===== src/rtl/fb_write_arbiter_if.sv =====
// Frame-buffer write-port bundle: two trail writers, clear control, and the RAM write bus.
interface fb_write_arbiter_if #(parameter int ADDR_W = 19);
  logic              clear_start;
  logic              clear_busy;
  logic              p0_req;
  logic [ADDR_W-1:0] p0_addr;
  logic              p0_data;
  logic              p0_ack;
  logic              p1_req;
  logic [ADDR_W-1:0] p1_addr;
  logic              p1_data;
  logic              p1_ack;
  logic [ADDR_W-1:0] ram_wraddress;
  logic              ram_data;
  logic              ram_wren;
  logic              oob;

  modport master (
    output clear_start, p0_req, p0_addr, p0_data, p1_req, p1_addr, p1_data,
    input  clear_busy, p0_ack, p1_ack, ram_wraddress, ram_data, ram_wren, oob
  );

  modport slave (
    input  clear_start, p0_req, p0_addr, p0_data, p1_req, p1_addr, p1_data,
    output clear_busy, p0_ack, p1_ack, ram_wraddress, ram_data, ram_wren, oob
  );
endinterface


===== src/rtl/fb_write_arbiter.sv =====
// Owns the frame-buffer write port: round-robin between two trail writers plus a
// full-frame clear engine that locks out both writers while it sweeps every address.
module fb_write_arbiter #(
  parameter int ADDR_W = 19,
  parameter int H_RES  = 640,
  parameter int V_RES  = 480
) (
  input  logic             clock,
  input  logic             reset_n,
  fb_write_arbiter_if.slave bus
);
  localparam int N_PIX = H_RES * V_RES;
  localparam logic [ADDR_W-1:0] LAST_A = ADDR_W'(N_PIX - 1);
  // one extra bit so N_PIX == 2**ADDR_W still compares correctly
  localparam logic [ADDR_W:0]   NPIX_W = (ADDR_W+1)'(N_PIX);

  typedef enum logic {IDLE = 1'b0, CLEAR = 1'b1} state_t;

  state_t            state_q, state_d;
  logic              rr_q, rr_d;
  logic [ADDR_W-1:0] clr_cnt_q, clr_cnt_d;
  logic              wren_q, wren_d;
  logic [ADDR_W-1:0] waddr_q, waddr_d;
  logic              wdata_q, wdata_d;
  logic              busy_q, busy_d;
  logic              oob_q, oob_d;

  logic              ack0, ack1;
  logic [ADDR_W-1:0] g_addr;
  logic              g_data;

  always_ff @(posedge clock or negedge reset_n) begin
    if (!reset_n) state_q <= IDLE;
    else          state_q <= state_d;
  end

  always_comb begin
    state_d = state_q;
    case (state_q)
      IDLE:    if (bus.clear_start)     state_d = CLEAR;
      CLEAR:   if (clr_cnt_q == LAST_A) state_d = IDLE;
      default: state_d = IDLE;
    endcase
  end

  // Grants only in IDLE, and a clear request pre-empts both writers that cycle.
  always_comb begin
    ack0 = 1'b0;
    ack1 = 1'b0;
    if (reset_n && state_q == IDLE && !bus.clear_start) begin
      ack0 = bus.p0_req & (~bus.p1_req | ~rr_q);
      ack1 = bus.p1_req & (~bus.p0_req |  rr_q);
    end
  end

  assign bus.p0_ack = ack0;
  assign bus.p1_ack = ack1;

  assign g_addr = ack1 ? bus.p1_addr : bus.p0_addr;
  assign g_data = ack1 ? bus.p1_data : bus.p0_data;

  always_comb begin
    rr_d      = rr_q;
    clr_cnt_d = clr_cnt_q;
    wren_d    = 1'b0;
    waddr_d   = waddr_q;
    wdata_d   = wdata_q;
    oob_d     = 1'b0;
    if (state_q == CLEAR) begin
      wren_d    = 1'b1;
      waddr_d   = clr_cnt_q;
      wdata_d   = 1'b0;
      clr_cnt_d = clr_cnt_q + 1'b1;
    end else if (bus.clear_start) begin
      clr_cnt_d = '0;
    end else if (ack0 | ack1) begin
      // winner loses priority only when the other side was also asking
      if (bus.p0_req & bus.p1_req) rr_d = ack0;
      if ({1'b0, g_addr} >= NPIX_W) begin
        oob_d = 1'b1;
      end else begin
        wren_d  = 1'b1;
        waddr_d = g_addr;
        wdata_d = g_data;
      end
    end
  end

  // Covers the cycle after acceptance through the final clear write.
  assign busy_d = (state_d == CLEAR) | (state_q == CLEAR);

  always_ff @(posedge clock or negedge reset_n) begin
    if (!reset_n) begin
      rr_q      <= 1'b0;
      clr_cnt_q <= '0;
      wren_q    <= 1'b0;
      waddr_q   <= '0;
      wdata_q   <= 1'b0;
      busy_q    <= 1'b0;
      oob_q     <= 1'b0;
    end else begin
      rr_q      <= rr_d;
      clr_cnt_q <= clr_cnt_d;
      wren_q    <= wren_d;
      waddr_q   <= waddr_d;
      wdata_q   <= wdata_d;
      busy_q    <= busy_d;
      oob_q     <= oob_d;
    end
  end

  assign bus.ram_wren      = wren_q;
  assign bus.ram_wraddress = waddr_q;
  assign bus.ram_data      = wdata_q;
  assign bus.clear_busy    = busy_q;
  assign bus.oob           = oob_q;
endmodule


===== src/flat_wrapper.sv =====
// flat-port wrapper written by rule: the top's interface ports become plain ports
module fb_write_arbiter_flat 
#(
  parameter int ADDR_W = 19,
  parameter int H_RES  = 640,
  parameter int V_RES  = 480
)
  (clock, reset_n, bus_clear_start, bus_p0_req, bus_p0_addr, bus_p0_data, bus_p1_req, bus_p1_addr, bus_p1_data, bus_clear_busy, bus_p0_ack, bus_p1_ack, bus_ram_wraddress, bus_ram_data, bus_ram_wren, bus_oob);
  fb_write_arbiter_if #(.ADDR_W(ADDR_W)) bus_i ();
  input  logic clock;
  input  logic reset_n;
  input wire logic [$bits(bus_i.clear_start)-1:0] bus_clear_start;
  input wire logic [$bits(bus_i.p0_req)-1:0] bus_p0_req;
  input wire logic [$bits(bus_i.p0_addr)-1:0] bus_p0_addr;
  input wire logic [$bits(bus_i.p0_data)-1:0] bus_p0_data;
  input wire logic [$bits(bus_i.p1_req)-1:0] bus_p1_req;
  input wire logic [$bits(bus_i.p1_addr)-1:0] bus_p1_addr;
  input wire logic [$bits(bus_i.p1_data)-1:0] bus_p1_data;
  output wire logic [$bits(bus_i.clear_busy)-1:0] bus_clear_busy;
  output wire logic [$bits(bus_i.p0_ack)-1:0] bus_p0_ack;
  output wire logic [$bits(bus_i.p1_ack)-1:0] bus_p1_ack;
  output wire logic [$bits(bus_i.ram_wraddress)-1:0] bus_ram_wraddress;
  output wire logic [$bits(bus_i.ram_data)-1:0] bus_ram_data;
  output wire logic [$bits(bus_i.ram_wren)-1:0] bus_ram_wren;
  output wire logic [$bits(bus_i.oob)-1:0] bus_oob;
  assign bus_i.clear_start = bus_clear_start;
  assign bus_i.p0_req = bus_p0_req;
  assign bus_i.p0_addr = bus_p0_addr;
  assign bus_i.p0_data = bus_p0_data;
  assign bus_i.p1_req = bus_p1_req;
  assign bus_i.p1_addr = bus_p1_addr;
  assign bus_i.p1_data = bus_p1_data;
  assign bus_clear_busy = bus_i.clear_busy;
  assign bus_p0_ack = bus_i.p0_ack;
  assign bus_p1_ack = bus_i.p1_ack;
  assign bus_ram_wraddress = bus_i.ram_wraddress;
  assign bus_ram_data = bus_i.ram_data;
  assign bus_ram_wren = bus_i.ram_wren;
  assign bus_oob = bus_i.oob;
  fb_write_arbiter #(.ADDR_W(ADDR_W), .H_RES(H_RES), .V_RES(V_RES)) u_core (.clock(clock), .reset_n(reset_n), .bus(bus_i));
endmodule

===== config.mk =====
export PLATFORM = sky130hd
export DESIGN_NAME = fb_write_arbiter_flat
export DESIGN_NICKNAME = d
export VERILOG_FILES = /design/src/rtl/fb_write_arbiter_if.sv /design/src/rtl/fb_write_arbiter.sv /design/src/flat_wrapper.sv
export SDC_FILE = /design/constraint.sdc
export NUM_CORES = 1
export LEC_CHECK = 0
export CAP_MARGIN = 25
export CELL_PAD_IN_SITES_DETAIL_PLACEMENT = 1
export CELL_PAD_IN_SITES_GLOBAL_PLACEMENT = 1
export CORE_MARGIN = 2
export CORE_UTILIZATION = 35
export CTS_CLUSTER_SIZE = 14
export DETAILED_ROUTE_END_ITERATION = 8
export PLACE_DENSITY_LB_ADDON = 0.25
export SLEW_MARGIN = 10
export SYNTH_ARGS = -nofsm -noshare
export SYNTH_HDL_FRONTEND = slang
export SYNTH_SLANG_ARGS = --single-unit

===== constraint.sdc =====
create_clock -name clock -period 1.9 [get_ports clock]
set_input_delay 0.38 -clock clock [delete_from_list [all_inputs] [get_ports clock]]
set_output_delay 0.38 -clock clock [all_outputs]
set_load 0.02 [all_outputs]

==> results.json, run 1 <==
{
  "status": "complete, but fails checks",
  "violations": "design-rule violations",
  "drv_slew": 0,
  "worst_pin_slew_ps": 428,
  "synth.most_common_cell": "dfrtp_1",
  "synth_edf_count": 0,
  "core-area_sq_mm": 0.00642,
  "cts_made_buffers": 5,
  "syn_nets": 277,
  "rsz0062_at_grt": "false",
  "yosysSeqAreaShare": 0.471,
  "crit_arrival_ps": 2030,
  "synth.avg_cell_area_sq_um": 10.1,
  "p_leak_nw": 1.50,
  "cts_root_buffer": "clkbuf_8",
  "synth_cells": 231,
  "peakVddDrop_uv": 443,
  "grt.busiest_layer": "met2",
  "clockBufferDepth": 2,
  "placed_cell_area_sq_mm": 0.00326,
  "fmax_mhz": 542,
  "routed_wl_mm": 7.05,
  "whs_ps": 127,
  "synth_top_cell_by_area": "dfrtp_1",
  "p_per_area_mw_per_mm2": 956,
  "hold_class": "input pin to asynchronous set/reset pin",
  "setup-violations-final": 0,
  "ant_nets": 0,
  "cts_htree_levels": 2,
  "antenna_found_initial": 0,
  "cts_hold_buffers": 0,
  "cts_tree": "yes",
  "drt_iter0_drc": 80,
  "grt_start_max_net_pins": 45,
  "diodes": 0,
  "die-area_sq_mm": 0.00735,
  "hold_viol_final": 0,
  "clk_latency_ps": 300,
  "synthTopCellsByArea": "dfrtp_1 47%, mux2i_1 9.4%, mux2_2 9.2%, nand2_1 6.7%, o21ai_1 3.2%",
  "nets": 372,
  "synth_top_area_frac": 0.471,
  "period_share": 0.970,
  "synthesis.area_sq_mm": 0.00234,
  "viasPerCell": 5.36,
  "drt_first_pass_iters": 8,
  "track_usage": 0.195,
  "cp_max_fo": 6,
  "fp.dieH_um": 85.7,
  "synth_cell_types": 35,
  "ys.flop_type": "dfrtp_1",
  "synth-async-reset-ratio": 1.00,
  "fp.dieW_um": 85.7,
  "syn_to_final_growth_pct": 52.2,
  "ios": 70,
  "clkTransAtPathRegs_ps": 90,
  "place.gp.congestion": 0.753,
  "synth.top_cells.by_count": "44 x dfrtp_1, 42 x nand2_1, 22 x mux2i_1",
  "dp_cells": 389,
  "met3_usage": 0.0414,
  "avgRoutedWirePerCell_um": 17.5,
  "synth-warning-count": 0,
  "io_buffers": 69,
  "post-route-min-period_ps": 1840,
  "layout-drive-gt1-share": 0.223,
  "grt_pass1_vias": 2293,
  "hpwlAfterDp_mm": 4.87,
  "finalClockSkew_ps": 5.88,
  "cts.sinks": 44,
  "final_area_sq_mm": 0.00356,
  "met1_usage": 0.249,
  "timing_worst_setup_path_type": "input pin to register",
  "endpoint_kind": "register",
  "grtUsageMet2": 0.327,
  "setup.worst_path.start_class": "input pin",
  "remaining_drc_errors": 3,
  "ys_ff_latch": 44,
  "max-slew-margin-rel": 0.714,
  "maxCapViolations": 0,
  "initial_core_util": 0.364,
  "gr-total-overflow": 0,
  "fill_cells": 683,
  "grt_pass1_wl_mm": 11.3,
  "rows": 29,
  "stdcell_count": 404,
  "vias": 2165,
  "worstPathRequired_ps": 2080
}
-- metal layers --
layer	vias up	wire (um)
li1	1026	-
met3	9	257
met1	1084	3130
met4	0	105
met5	-	0
met2	46	3560
-- cells by family after synthesis --
logic type               Yosys count  share of synthesized area
multiplexers                      41                      0.186
adder cells (fa/ha/maj)            1                    0.00535
flip-flops                        44                      0.471
AND/OR/NAND/NOR                   80                      0.161
AO/OA/AOI/OAI                     49                      0.139
XOR/XNOR                           1                    0.00375
buffers and inverters             15                     0.0343
-- stage by stage --
stage | power [mW] | worst slack, ps | utilization | TNS (ps)
6_report | 3.40 | 56.2 | 0.554 | 0
5_1_grt | 3.61 | 2.02 | 0.554 | 0
4_1_cts | 3.40 | 0.604 | 0.538 | 0
3_5_place_dp | 2.57 | -355 | 0.508 | -6860
3_3_place_gp | 2.52 | -339 | 0.508 | -6200
2_1_floorplan | 2.00 | 193 | - | 0
-- timing repair --
action	4_1_cts	5_1_grt
cloned	1	2
endpoints found under the setup margin	3	20
pin swaps	2	2
buffers inserted	2	2
resized for setup	10	13
-- critical path, cell delays in order --
cell and delay, ps:
clkdlybuf4s50_1 440, a211oi_2 240, a21boi_1 100, buf_4 150, o22ai_4 110, buf_12 160, buf_12 130, nor3b_2 40
a221o_1 270
-- where the power goes --
part | total (mW) | switching (mW) | internal (mW)
Sequential | 1.46 | 0.260 | 1.20
Clock | 0.800 | 0.335 | 0.464
Combinational | 1.14 | 0.553 | 0.584
Total | 3.40 | 1.15 | 2.25
-- final timing paths --
kind / slack (ps) / cells after the start / to / start
max reg2reg: 160 / 8 / u_core.bus.ram_wraddress[15]$_DFFE_PN0P_ / u_core.state_q$_DFF_PN0_
min: 130 / 2 / u_core.clr_cnt_q[18]$_DFFE_PN0N_ / reset_n
max: 60 / 9 / u_core.bus.ram_wraddress[15]$_DFFE_PN0P_ / bus_p1_addr[15]
min in group clock: 520 / 1 / u_core.clr_cnt_q[18]$_DFFE_PN0N_ / u_core.clr_cnt_q[18]$_DFFE_PN0N_
min reg2reg: 520 / 1 / u_core.clr_cnt_q[18]$_DFFE_PN0N_ / u_core.clr_cnt_q[18]$_DFFE_PN0N_
max in group asynchronous: 1520 / 2 / u_core.bus.ram_wraddress[9]$_DFFE_PN0P_ / reset_n
-- area by class of cell --
type / instances / area (sq um) / share of cell area
inverters: 4 / 15.0 / 0.00422
clock buffers: 7 / 96.3 / 0.0271
multi-input cells: 172 / 1190 / 0.336
repair buffers: 99 / 1020 / 0.288
flip-flops and latches: 44 / 1100 / 0.310
clock inverters: 1 / 30.0 / 0.00844
well taps: 77 / 96.3 / 0.0271
-- state kept, by name, indices dropped and copies added (netlist names) --
register	cells
u_core.bus.clear_busy	1
u_core.bus.oob	1
u_core.bus.ram_data	1
u_core.bus.ram_wraddress	19
u_core.bus.ram_wren	1
u_core.clr_cnt_q	19
u_core.rr_q	1
u_core.state_q	1
-- cells in the final DEF (no fill, tap or decap), types with 3 or more instances in the layout --
| cell type | instances |
|---|---|
| o31ai_1 | 5 |
| buf_12 | 4 |
| nand2_1 | 42 |
| o21ai_0 | 10 |
| buf_4 | 21 |
| o21ai_1 | 15 |
| a21oi_1 | 3 |
| nor2_1 | 5 |
| o211ai_1 | 6 |
| mux2i_1 | 19 |
| clkbuf_8 | 7 |
| nand2b_1 | 3 |
| and3_1 | 3 |
| dfrtp_1 | 44 |
| nand3_1 | 14 |
| mux2_2 | 19 |
| clkdlybuf4s50_1 | 63 |
| inv_1 | 4 |
| nand4_1 | 6 |
Note: power is estimated with default switching activity, not from simulation.
==> run 2, diff against run 1 <==
--- a/config.mk
+++ b/config.mk
@@ -8,7 +8,7 @@
 export CAP_MARGIN = 25
 export CELL_PAD_IN_SITES_DETAIL_PLACEMENT = 1
 export CELL_PAD_IN_SITES_GLOBAL_PLACEMENT = 1
-export CORE_MARGIN = 2
+export CORE_MARGIN = 3
 export CORE_UTILIZATION = 35
 export CTS_CLUSTER_SIZE = 14
 export DETAILED_ROUTE_END_ITERATION = 8
==> run 2 against run 1 <==
Compared with the run above:
- the flow now finishes without violations
- final cell count shrank 0.99%
- maximum frequency shrank 0.62%
- register-to-register slack is essentially flat
- wire length shrank 1.6%
- critical path type unchanged
- critical endpoint is now u_core.bus.ram_wraddress[6]$_DFFE_PN0P_
- largest cell class unchanged
==> results.json, run 2 (synthesis results as in run 1) <==
{
  "status": "completed",
  "clkPwrFrac": 0.209,
  "final_cell_mix": "58 x clkdlybuf4s50_1, 43 x dfrtp_1, 42 x nand2_1",
  "worstPathRequired_ps": 2080,
  "ios": 70,
  "p_leak_nw": 1.50,
  "fill_cells": 715,
  "ant_nets": 0,
  "dp_cells": 386,
  "drv_slew": 0,
  "clockBufferDepth": 2,
  "track_usage": 0.185,
  "cts.sinks": 44,
  "hpwlAfterDp_mm": 4.85,
  "period_share": 0.976,
  "pre_cts_slack_ps": -367,
  "core-area_sq_mm": 0.00642,
  "grt_pass1_wl_mm": 11.1,
  "io_buffers": 69,
  "gr-total-overflow": 0,
  "whs_ps": 231,
  "max-slew-margin-rel": 0.614,
  "ff2ff_path_depth": 8,
  "syn_to_final_growth_pct": 49.0,
  "rsz0062_at_grt": "true",
  "place.gp.congestion": 0.730,
  "final_common_cell": "clkdlybuf4s50_1",
  "drt_iter0_drc": 65,
  "hold_class": "input pin to asynchronous set/reset pin",
  "combPwrFrac": 0.337,
  "hold_viol_final": 0,
  "setup-violations-final": 0,
  "clkTransAtPathRegs_ps": 80,
  "routed_wl_mm": 6.94,
  "p_sw_mw": 1.12,
  "grt_start_max_net_pins": 46,
  "vias": 2150,
  "grt.busiest_layer": "met2",
  "maxCapViolations": 0,
  "setup_ws_ps": 44.7,
  "finalClockSkew_ps": 7.11,
  "antenna_found_initial": 1,
  "power_frac_seq": 0.453,
  "initial_core_util": 0.364,
  "cts_made_buffers": 5,
  "cts_root_buffer": "clkbuf_8",
  "clk_latency_ps": 290,
  "peakVddDrop_uv": 543,
  "avgRoutedWirePerCell_um": 17.3,
  "viasPerCell": 5.38,
  "placed_cell_area_sq_mm": 0.00323,
  "worst_pin_slew_ps": 579,
  "met3_usage": 0.0329,
  "cts_tree": "yes",
  "cellInternalPower_mw": 2.15,
  "timing_worst_setup_path_type": "input pin to register",
  "die-area_sq_mm": 0.00769,
  "endpoint_kind": "register",
  "crit_arrival_ps": 2040,
  "final_area_sq_mm": 0.00348,
  "sw_frac_of_total": 0.342,
  "nets": 369,
  "p_per_area_mw_per_mm2": 937,
  "remaining_drc_errors": 0,
  "fp.dieW_um": 87.7,
  "fmax_mhz": 539,
  "met1_usage": 0.240,
  "fp.dieH_um": 87.7,
  "cts_htree_levels": 2,
  "setup.worst_path.start_class": "input pin",
  "post-route-min-period_ps": 1860,
  "cp_max_fo": 6,
  "layout-drive-gt1-share": 0.205,
  "grtUsageMet2": 0.306,
  "rows": 29,
  "stdcell_count": 400,
  "drt_first_pass_iters": 4,
  "grt_pass1_vias": 2212
}
## run 2: cell type report
cell class / instances / area, sq um / share of cell area
antenna: 1 / 2.50 / 0.000718
clock buffer: 5 / 68.8 / 0.0198
clock inverter: 1 / 30.0 / 0.00862
inverter: 4 / 15.0 / 0.00431
multi-input combinational: 172 / 1180 / 0.338
sequential: 44 / 1100 / 0.316
tap: 77 / 96.3 / 0.0277
timing repair buffer: 96 / 991 / 0.284
## run 2: final timing paths
check | startpoint | end | slack (ps)
hold / removal | reset_n | u_core.rr_q$_DFFE_PN0P_ | 230
setup reg to reg | u_core.state_q$_DFF_PN0_ | u_core.bus.ram_wraddress[6]$_DFFE_PN0P_ | 150
hold reg to reg | u_core.clr_cnt_q[9]$_DFFE_PN0N_ | u_core.clr_cnt_q[9]$_DFFE_PN0N_ | 520
min in group clock | bus_p1_req | u_core.rr_q$_DFFE_PN0P_ | 470
setup / recovery | bus_p1_addr[16] | u_core.bus.ram_wraddress[6]$_DFFE_PN0P_ | 40
max in group asynchronous | reset_n | u_core.clr_cnt_q[1]$_DFFE_PN0N_ | 1240
## run 2: worst max-delay path, stage by stage
cell             delay, ps
clkdlybuf4s50_1        460
a211oi_2               210
a21boi_1               100
buf_4                  150
o22ai_4                140
buf_12                 150
buf_12                 130
mux2i_2                220
o21ai_1                 80
## run 2: per-stage QoR
| step | TNS, ps | power, mW | util |
|---|---|---|---|
| 2_1_floorplan | 0 | 2.00 | - |
| 3_3_place_gp | -6740 | 2.50 | 0.503 |
| 3_5_place_dp | -7310 | 2.57 | 0.503 |
| 4_1_cts | 0 | 3.26 | 0.532 |
| 5_1_grt | -666 | 3.51 | 0.542 |
| 6_report | 0 | 3.26 | 0.542 |
## run 2: power by group through the flow
stage	logic [mW]	registers, mW	clock network (mW)
2_1_floorplan	0.408	1.59	0
3_3_place_gp	1.05	1.45	0
3_5_place_dp	1.09	1.48	0
4_1_cts	1.09	1.46	0.702
5_1_grt	1.23	1.53	0.760
6_report	1.10	1.48	0.683
## run 2: repair_timing
action | CTS | global route
setup endpoints to repair | 19 | 23
hold buffers | 1 | 0
endpoints found under the hold margin | 1 | 0
pin swaps | 2 | 5
resized for setup | 13 | 14
cloned | 1 | 0
setup buffers | 2 | 3
## run 2: metal layers
layer | wire, um | vias up
li1 | - | 1017
met1 | 3090 | 1077
met2 | 3470 | 43
met3 | 225 | 13
met4 | 148 | 0
met5 | 0 | -
